**src/rtl/ttt_move_sequencer.sv**
```systemverilog
// Tic-tac-toe turn controller: owns the board, validates player/computer moves,
// and evaluates win/draw/forfeit after each accepted move.

module ttt_line_chk (
  input  logic [5:0] cells,
  output logic       p_own,
  output logic       c_own
);
  assign p_own = (cells == 6'b010101);
  assign c_own = (cells == 6'b101010);
endmodule

module ttt_move_sequencer #(
  parameter int COMP_TIMEOUT = 255
) (
  input  logic        clock,
  input  logic        reset_n,
  input  logic        start,
  input  logic        play,
  input  logic [3:0]  player_pos,
  input  logic        comp_valid,
  input  logic [3:0]  comp_pos,
  output logic [17:0] board,
  output logic        comp_req,
  output logic        player_turn,
  output logic        illegal_move,
  output logic        game_over,
  output logic [1:0]  winner,
  output logic [3:0]  move_count,
  output logic        timeout_flag
);
  localparam int NUM_LINES = 8;
  localparam int LC [NUM_LINES][3] = '{'{1,2,3}, '{4,5,6}, '{7,8,9},
                                       '{1,4,7}, '{2,5,8}, '{3,6,9},
                                       '{1,5,9}, '{3,5,7}};

  typedef enum logic [2:0] {IDLE, PLAYER_TURN, P_CHECK, COMP_TURN, C_CHECK, DONE} state_t;

  typedef struct packed {
    logic       vld;
    logic [3:0] pos;
  } mv_req_t;

  state_t                 state;
  logic [7:0]             to_cnt;
  logic [NUM_LINES-1:0]   p_line, c_line;
  logic                   p_win, c_win;
  mv_req_t                mv;
  logic [1:0]             mv_cell;
  logic                   mv_legal;
  logic [1:0]             mark;

  // One checker per winning line; both CHECK states share the results.
  for (genvar l = 0; l < NUM_LINES; l++) begin : g_line
    ttt_line_chk u_chk (
      .cells ({board[2*LC[l][2]-2 +: 2], board[2*LC[l][1]-2 +: 2], board[2*LC[l][0]-2 +: 2]}),
      .p_own (p_line[l]),
      .c_own (c_line[l])
    );
  end

  assign p_win = |p_line;
  assign c_win = |c_line;

  // Only the side whose turn it is can present a move.
  always_comb begin
    mv = (state == PLAYER_TURN) ? '{vld: play, pos: player_pos}
                                : '{vld: comp_valid, pos: comp_pos};
    mv_cell = 2'b11;  // out-of-range positions look occupied
    for (int k = 1; k <= 9; k++)
      if (mv.pos == 4'(k)) mv_cell = board[2*k-2 +: 2];
  end

  assign mv_legal = (mv_cell == 2'b00);
  assign mark     = (state == PLAYER_TURN) ? 2'b01 : 2'b10;

  assign comp_req    = (state == COMP_TURN);
  assign player_turn = (state == PLAYER_TURN);
  assign game_over   = (state == DONE);

  always_ff @(posedge clock or negedge reset_n) begin
    if (!reset_n) begin
      state        <= IDLE;
      board        <= '0;
      illegal_move <= 1'b0;
      winner       <= 2'b00;
      move_count   <= 4'd0;
      timeout_flag <= 1'b0;
      to_cnt       <= 8'd0;
    end else begin
      illegal_move <= 1'b0;
      if (start) begin
        state        <= PLAYER_TURN;
        board        <= '0;
        winner       <= 2'b00;
        move_count   <= 4'd0;
        timeout_flag <= 1'b0;
        to_cnt       <= 8'd0;
      end else begin
        case (state)
          PLAYER_TURN: begin
            if (mv.vld && mv_legal) begin
              for (int k = 1; k <= 9; k++)
                if (mv.pos == 4'(k)) board[2*k-2 +: 2] <= mark;
              move_count <= move_count + 4'd1;
              state      <= P_CHECK;
            end else if (mv.vld) begin
              illegal_move <= 1'b1;
            end
          end
          COMP_TURN: begin
            if (mv.vld && mv_legal) begin
              for (int k = 1; k <= 9; k++)
                if (mv.pos == 4'(k)) board[2*k-2 +: 2] <= mark;
              move_count <= move_count + 4'd1;
              state      <= C_CHECK;
            end else begin
              illegal_move <= mv.vld;
              to_cnt       <= to_cnt + 8'd1;
              // Forfeit on the cycle the counter would reach the limit.
              if (to_cnt + 8'd1 == 8'(COMP_TIMEOUT)) begin
                timeout_flag <= 1'b1;
                winner       <= 2'b01;
                state        <= DONE;
              end
            end
          end
          P_CHECK: begin
            if (p_win) begin
              winner <= 2'b01;
              state  <= DONE;
            end else if (move_count == 4'd9) begin
              winner <= 2'b11;
              state  <= DONE;
            end else begin
              to_cnt <= 8'd0;
              state  <= COMP_TURN;
            end
          end
          C_CHECK: begin
            if (c_win) begin
              winner <= 2'b10;
              state  <= DONE;
            end else if (move_count == 4'd9) begin
              winner <= 2'b11;
              state  <= DONE;
            end else begin
              state  <= PLAYER_TURN;
            end
          end
          default: ;  // IDLE and DONE wait for start
        endcase
      end
    end
  end
endmodule

```
**config.mk**
```make
export PLATFORM = sky130hd
export DESIGN_NAME = ttt_move_sequencer
export DESIGN_NICKNAME = d
export VERILOG_FILES = /design/src/rtl/ttt_move_sequencer.sv
export SDC_FILE = /design/constraint.sdc
export NUM_CORES = 1
export LEC_CHECK = 0
export CORE_AREA = 4 4 81 83
export DETAILED_ROUTE_END_ITERATION = 8
export DIE_AREA = 0 0 85 87
export GPL_ROUTABILITY_DRIVEN = 0
export PLACE_DENSITY = 0.78
export SKIP_CTS_REPAIR_TIMING = 1
export SLEW_MARGIN = 0
export SYNTH_ARGS = -nofsm -noshare
export SYNTH_HDL_FRONTEND = slang
export SYNTH_SLANG_ARGS = --single-unit
```
**constraint.sdc**
```tcl
create_clock -name clock -period 2.5 [get_ports clock]
set_input_delay 0.25 -clock clock [delete_from_list [all_inputs] [get_ports clock]]
set_output_delay 0.25 -clock clock [all_outputs]
set_load 0.1 [all_outputs]
```
==> results.txt <==
Run status: finished with violations
Violated checks: negative setup slack
Root buf cell: clkbuf_8
Post-route cell area: 0.00390 sq mm
Number of port buffers: 41
DP Cell Count: 472
Starting Density: 48.2%
Buf/Inv on CP: 2
Layout Nets: 425
Setup CP Type: reg2reg
Met2 Usage GRT: 38.6%
Worst Slack Setup Final: -0.124 ns
DRC Markers: 0
Number of max-cap violations: 0
Antenna violations before repair: 0
CTS tree: yes
Crit path max fanout: 6
Die area: 0.00740 sq mm
Total routed wirelength: 9.16 mm
DPL Wire Length: 6.38 mm
Vias: 3,051
Worst hold margin: 0.0513 ns
Clk pin slew, worst setup/hold paths: 0.07 ns
Share of layout cells above drive strength 1: 34.2%
Die Height: 87 um
Post-Synthesis Cells: 319
Total track usage: 24.5%
Area growth, synth to finish: 38.3%
Ys flop type: dfrtp_1
Fmax: 381 MHz
Ports: 42
CP delay by family, top: simple AND/OR/NAND/NOR gates
Yosys reg bits: 37
Tmin final: 2.62 ns
Leakage Power: 1.69 nW
CTS H-tree depth: 2
Vias in the first global route: 2,830
Post-synth EDFFs: 0
Number of diodes: 0
Startpoint Class: flop
Power per Cell Area: 976 mW/mm^2
GR Util met1: 34.2%
Core footprint: 0.00585 sq mm
Worst path required time: 2.73 ns
Syn_nets: 336
Non-Filler Instances: 484
Pwr Total: 3.81 mW
Final hold vios: 0
First-pass GRT wire length: 14.4 mm
Die width: 85 um
DR vias/cell: 6.30
CP max-delay cell: or3b_4
Post-DR wirelength/cell: 18.9 um
CTS max path bufs: 2
RSZ-0062 raised after global routing: true
Met3 usage: 4.82%
CP Capture Type: flop
Worst Hold Class: in2async
Slew at the pin closest to its max-slew limit: 0.824 ns
Asr flop ratio synth: 100%
Grt ovf: 0
TritonRoute pass-1 iters: 5
Max incr delay on CP: 0.47 ns
Area of the mapped netlist: 0.00282 sq mm
Seq/Total Area, Yosys: 32.8%
CP cell instances: or3b_4 > clkinv_8 > mux2_4 > o22ai_2 > a32o_2 > a21oi_4 > buf_6 > or4_4 > a21oi_2
Row count: 28
Ys Warns: 0
Peak VDD IR: 1.01 mV
Largest net degree at the start of global routing: 38
Clock Latency Late Sink: 0.29 ns
Max Clock Skew: 0.00452 ns
GRT busiest layer: met2
Clock Sinks: 37
Count of different cell masters after synthesis: 70
DRT antenna net count: 0
Max_slew headroom: 45.1%
Mapped Avg Cell Area: 8.84 sq um
Final setup vio count: 16
Final worst-path cycle share: 105%
Total clock buffers created by CTS: 5
DRT iter0 DRCs: 410
Placed inst area: 0.00359 sq mm
Final slew viol count: 0
CP arrival: 2.85 ns
## layout by cell type (no fill, tap or decap), drive strengths merged, types with 5 or more instances in the layout
cell type      netlist  final
buf                  6     88
dfrtp               37     37
nand2               29     29
nor2                23     23
nor2b               15     15
nor4bb              15     15
inv                 14     15
o21ai               14     14
clkdlybuf4s50        0     11
nor3                11     11
mux2i               11     11
nand2b              10     10
nand3               10     10
a21oi                9      9
nor4                 7      7
nor3b                6      6
a22o                 6      6
clkbuf              12      6
o22ai                6      6
or4                  5      5
## cells in the mapped netlist (all sizes together) (7+ instances only)
cell type / instances / share of area [%]
a21oi: 9 / 1.7
clkbuf: 12 / 1.6
dfrtp: 37 / 33
inv: 14 / 1.9
mux2i: 11 / 3.9
nand2: 29 / 3.9
nand2b: 10 / 2.2
nand3: 10 / 1.8
nor2: 23 / 3.2
nor2b: 15 / 3.3
nor3: 11 / 2.1
nor4: 7 / 1.6
nor4bb: 15 / 5.3
o21ai: 14 / 2.5
## metrics by stage
| step | worst slack (ns) | util [%] | TNS, ns |
|---|---|---|---|
| 5_1_grt | -0.183 | 66.7 | -2.67 |
| 3_3_place_gp | -0.127 | 61.3 | -1.65 |
| 3_5_place_dp | -0.159 | 61.3 | -2.52 |
| 2_1_floorplan | -0.0757 | - | -0.279 |
| 4_1_cts | -0.183 | 62.7 | -3.15 |
| 6_report | -0.124 | 66.7 | -1.01 |
## cells by family (layout without fill, tap and decap cells)
| kind of cell | Yosys count | after routing | synth area share (%) |
|---|---|---|---|
| buffers and inverters | 33 | 123 | 6.08 |
| AO/OA/AOI/OAI | 84 | 84 | 23.9 |
| flip-flops | 37 | 37 | 32.8 |
| AND/OR/NAND/NOR | 146 | 146 | 30.0 |
| adder cells (fa/ha/maj) | 4 | 4 | 1.78 |
| multiplexers | 12 | 12 | 4.44 |
| XOR/XNOR | 3 | 3 | 0.932 |
## power by group
group	switching (mW)	internal, mW	total (mW)
Sequential	0.0665	0.662	0.728
Combinational	1.58	1.09	2.67
Clock	0.219	0.193	0.412
Total	1.86	1.94	3.81
## sequential cells by signal, indices dropped and copies added, names as in the netlist
| register | flops |
|---|---|
| move_count | 4 |
| to_cnt | 8 |
| state | 3 |
| board | 18 |
| winner | 2 |
| illegal_move | 1 |
| timeout_flag | 1 |
## cell type report
cell class | count | area [sq um]
multi-input cells | 249 | 1890
clock inverters | 2 | 10.0
flip-flops and latches | 37 | 930
clock buffers | 6 | 72.6
fillers | 481 | 1950
repair inverters | 1 | 8.76
repair buffers | 99 | 828
inverters | 15 | 68.8
well taps | 75 | 93.8
## worst paths after layout
kind	from	slack, ns	cells past startpoint	endpoint
setup / recovery	state[2]	-0.12	9	move_count[2]
hold / removal	reset_n	0.05	1	board[4]
setup reg to reg	state[2]	-0.12	9	move_count[2]
hold reg to reg	timeout_flag	0.52	1	timeout_flag
max in group asynchronous	reset_n	1.88	1	board[16]
min in group clock	timeout_flag	0.52	1	timeout_flag
## metal layers
metal	wire (um)	vias to the layer above	part of all wire [%]
li1	-	1389	-
met1	3890	1471	42
met2	4270	165	47
met3	760	26	8.3
met4	233	0	2.5
met5	0	-	0
Note: power is estimated with default switching activity, not from simulation.
